**config.mk**
```make
export PLATFORM = sky130hd
export DESIGN_NAME = alu_reg32
export DESIGN_NICKNAME = d
export VERILOG_FILES = /design/src/rtl/alu_reg32.sv
export SDC_FILE = /design/constraint.sdc
export NUM_CORES = 1
export LEC_CHECK = 0
export CAP_MARGIN = 10
export CORE_AREA = 2 2 115 117
export CTS_CLUSTER_DIAMETER = 30
export DETAILED_ROUTE_END_ITERATION = 16
export DIE_AREA = 0 0 117 119
export SYNTH_ARGS = -nofsm -noshare
export SYNTH_HDL_FRONTEND = slang
export SYNTH_SLANG_ARGS = --single-unit
```
**constraint.sdc**
```tcl
create_clock -name clk -period 11.9 [get_ports clk]
set_clock_uncertainty 0.05 [all_clocks]
set_input_delay 1.19 -clock clk [delete_from_list [all_inputs] [get_ports clk]]
set_output_delay 1.19 -clock clk [all_outputs]
set_load 0.01 [all_outputs]
```
**src/rtl/alu_reg32.sv**
```systemverilog
// Registered 32-bit MIPS-style ALU: eight operations selected by alucontrol,
// result and zero flag captured on the rising edge (one cycle of latency).
module alu_reg32 #(
  parameter int unsigned WIDTH = 32
) (
  input  logic             clk,
  input  logic             reset,
  input  logic [WIDTH-1:0] a,
  input  logic [WIDTH-1:0] b,
  input  logic [2:0]       alucontrol,
  output logic [WIDTH-1:0] result,
  output logic             zero
);

  typedef enum logic [2:0] {
    OpAnd    = 3'b000,
    OpOr     = 3'b001,
    OpAdd    = 3'b010,
    OpXor    = 3'b011,
    OpAndNot = 3'b100,
    OpOrNot  = 3'b101,
    OpSub    = 3'b110,
    OpSlt    = 3'b111
  } aluop_e;

  aluop_e           op;
  logic             invert_b;
  logic [WIDTH-1:0] b_sel;
  logic [WIDTH-1:0] sum;
  logic             slt;
  logic [WIDTH-1:0] result_d;
  logic             zero_d;
  logic [WIDTH-1:0] result_q;
  logic             zero_q;

  assign op = aluop_e'(alucontrol);

  // Bit 2 of the code selects ~b for the whole upper half; it also supplies the
  // carry-in, so one adder serves ADD, SUB (a + ~b + 1) and the SLT difference.
  assign invert_b = alucontrol[2];
  assign b_sel    = invert_b ? ~b : b;
  assign sum      = a + b_sel + {{(WIDTH-1){1'b0}}, invert_b};

  // Differing signs mean the subtraction may overflow; sign(a) decides then.
  assign slt = (a[WIDTH-1] != b[WIDTH-1]) ? a[WIDTH-1] : sum[WIDTH-1];

  always_comb begin
    result_d = '0;
    unique case (op)
      OpAnd:    result_d = a & b;
      OpOr:     result_d = a | b;
      OpAdd:    result_d = sum;
      OpXor:    result_d = a ^ b;
      OpAndNot: result_d = a & b_sel;
      OpOrNot:  result_d = a | b_sel;
      OpSub:    result_d = sum;
      OpSlt:    result_d = {{(WIDTH-1){1'b0}}, slt};
      default:  result_d = '0;
    endcase
  end

  // Zero is taken from the same next-state value so it never lags the result.
  assign zero_d = (result_d == '0);

  always_ff @(posedge clk) begin
    if (reset) begin
      result_q <= '0;
      zero_q   <= 1'b1;
    end else begin
      result_q <= result_d;
      zero_q   <= zero_d;
    end
  end

  assign result = result_q;
  assign zero   = zero_q;

endmodule

```
==> impl_metrics.env <==
export IMPL_tns_ns=0
export IMPL_cts_clk_slew_worst_paths_ns=0.05
export IMPL_hold_viol=0
export IMPL_grt_use_total=0.247
export IMPL_drt_wl_total_um=17000
export IMPL_top_usage_layer="met1"
export IMPL_die_x_um=117
export IMPL_min_period_over_period=0.427
export IMPL_met3_usage=0.0275
export IMPL_avgSynthCellArea_um2=7.03
export IMPL_final_antenna_net_count=0
export IMPL_numCtsBuffers=5
export IMPL_yosys_most_used_dff="dfxtp_1"
export IMPL_first_pass_iters=5
export IMPL_post_route_min_period_ns=5.09
export IMPL_fmax_mhz=197
export IMPL_synth_area_um2=4990
export IMPL_cp_arrival_ns=5.24
export IMPL_drtIter0Drc=441
export IMPL_rsz0062_at_grt="no"
export IMPL_finalNetCount=878
export IMPL_maxSlewHeadroom=0.472
export IMPL_final_common_cell="clkdlybuf4s50_1"
export IMPL_drc=0
export IMPL_clockRootBuffer="clkbuf_16"
export IMPL_htreeDepth=2
export IMPL_end_kind="register"
export IMPL_via_per_inst=5.79
export IMPL_postCtsResizedCells=0
export IMPL_wl_per_cell_um=17.8
export IMPL_synth_cell_types=78
export IMPL_dp_cells=946
export IMPL_core_area_um2=12900
export IMPL_report_power_total_w=0.000579
export IMPL_yosys_warnings=0
export IMPL_power_leakage_nw=2.46
export IMPL_grt_start_max_net_pins=76
export IMPL_status="complete, no violations"
export IMPL_ys_ff_latch=33
export IMPL_num_rows=42
export IMPL_hold_buffers=0
export IMPL_worstMarginPinSlew_ns=0.792
export IMPL_clock_sinks=33
export IMPL_grt_util_met1=0.386
export IMPL_synth_nets=810
export IMPL_gp_congestion=0.949
export IMPL_dr_total_vias=5524
export IMPL_diodes=0
export IMPL_met2_usage=0.362
export IMPL_fin_cells=954
export IMPL_area_growth_pct=24.6
export IMPL_clockBufferDepth=2
export IMPL_cp_startpoint="alucontrol[2]"
export IMPL_async_flop_share=0
export IMPL_grt_overflow_total=0
export IMPL_peakVddDrop_mv=0.0500
export IMPL_cap_viol_max_count=0
export IMPL_dp_hpwl_um=13000
export IMPL_grt_pass1_wl_um=27400
export IMPL_initial_utilization=0.388
export IMPL_ios=102
export IMPL_layout_common_cells="99 x clkdlybuf4s50_1, 83 x nor2_1, 80 x a21oi_1"
export IMPL_endpoint="zero$_SDFF_PP1_"
export IMPL_post_cts_buffers=0
export IMPL_die_area_um2=13900
export IMPL_crit_type="in2reg"
export IMPL_hp_class="in2reg"
export IMPL_drive_gt1_frac=0.0398
export IMPL_die_h_um=119
export IMPL_cts_tree="yes"
export IMPL_cp_max_fo=57
export IMPL_synthCells=710
export IMPL_antenna_found_initial=0
export IMPL_io_buffers=101
export IMPL_start_kind="input pin"
export IMPL_synth_edf_count=0
export IMPL_synth_seq_area_share=0.132
export IMPL_grt_pass1_vias=5181
export IMPL_cp_required_ns=12.05
export IMPL_power_density_nw_per_um2=93.2
export IMPL_setup_violations=0
export IMPL_slew_viol_final=0
==> worst min-delay path by stage <==
stage               cells after the start                   from                    end  slack [ns]
finish                                  2                  reset   result[4]$_SDFF_PP0_        1.64
global route                            2                  reset   result[4]$_SDFF_PP0_        1.68
CTS                                     4          alucontrol[0]   result[1]$_SDFF_PP0_        1.72
detailed placement                      1   result[3]$_SDFF_PP0_              result[3]        1.88
global placement                        1  result[20]$_SDFF_PP0_             result[20]        1.87
floorplan                               1                  reset  result[10]$_SDFF_PP0_        1.21
==> cell families after synthesis <==
group                    share of synthesized area
multiplexers                                0.0130
adder cells (fa/ha/maj)                     0.0792
XOR/XNOR                                     0.128
flip-flops                                   0.132
AND/OR/NAND/NOR                              0.279
AO/OA/AOI/OAI                                0.312
buffers and inverters                       0.0566
==> critical path: stages <==
cell	delay, ns
buf_2	0.08
buf_4	0.61
xor2_1	0.15
ha_1	0.47
nand2_1	0.16
o21ai_2	0.32
o21ai_0	0.24
o21bai_1	0.39
o311ai_1	0.21
or4_1	0.61
nor4_1	0.48
nand4_1	0.15
o21bai_1	0.16
==> registers in the layout (all words and copies together) (netlist names) <==
register  flops
result       32
zero          1
==> metrics by stage <==
| step | util | hold WS, ns | cell area, um2 | setup slack, ns |
|---|---|---|---|---|
| global placement | 0.471 | 1.87 | 6060 | 6.58 |
| finish | 0.483 | 1.64 | 6220 | 6.81 |
| detailed placement | 0.471 | 1.88 | 6060 | 6.57 |
| CTS | 0.482 | 1.72 | 6200 | 6.86 |
| floorplan | - | 1.21 | 4990 | 6.50 |
| global route | 0.483 | 1.68 | 6220 | 6.46 |
==> routing by layer <==
layer | vias up | routed length [um]
li1 | 2741 | -
met1 | 2597 | 8690
met2 | 176 | 7210
met3 | 10 | 966
met4 | 0 | 95
met5 | - | 0
==> where the power goes <==
part	internal [W]	switching [W]
clock network	0.0000816	0.0000386
registers	0.000122	0.00000254
logic	0.000142	0.000192
==> Yosys cell counts (3+ instances only) <==
cell type,n,area [um2]
a21o_1,16,120
mux2i_1,4,40.0
and4_1,6,52.6
nor3_1,12,60.1
a21oi_1,80,400
nand2b_1,5,31.3
buf_1,5,18.8
nand4b_1,3,26.3
and2_1,6,37.5
o221ai_1,6,52.6
o21ai_0,41,205
nor2b_1,36,225
or3_1,21,131
a211o_1,3,26.3
o31a_1,3,26.3
a31oi_1,12,75.1
o31ai_1,4,30.0
nand3_1,11,55.1
buf_2,12,60.1
nand2_1,33,124
o2111ai_1,6,52.6
dfxtp_1,33,661
clkbuf_1,28,105
o311a_1,4,40.0
o22ai_1,8,50.1
o21ai_1,3,15.0
o32a_1,7,70.1
xor2_1,56,490
nand4_1,13,81.3
a221oi_1,3,26.3
inv_1,20,75.1
o21a_1,4,30.0
o21bai_1,5,37.5
o211ai_1,4,30.0
nor4_1,6,37.5
xnor2_1,17,149
and3_1,9,56.3
ha_1,30,375
a211oi_1,4,30.0
nor2_1,83,312
==> final cells by class <==
class / instances / area (um2)
Fill cell: 1336 / 6660
Clock buffer: 7 / 143
Tap cell: 176 / 220
Multi-Input combinational cell: 608 / 4050
Timing Repair Buffer: 109 / 1070
Sequential cell: 33 / 661
Inverter: 21 / 78.8
Power figures use the tool's default switching activity.
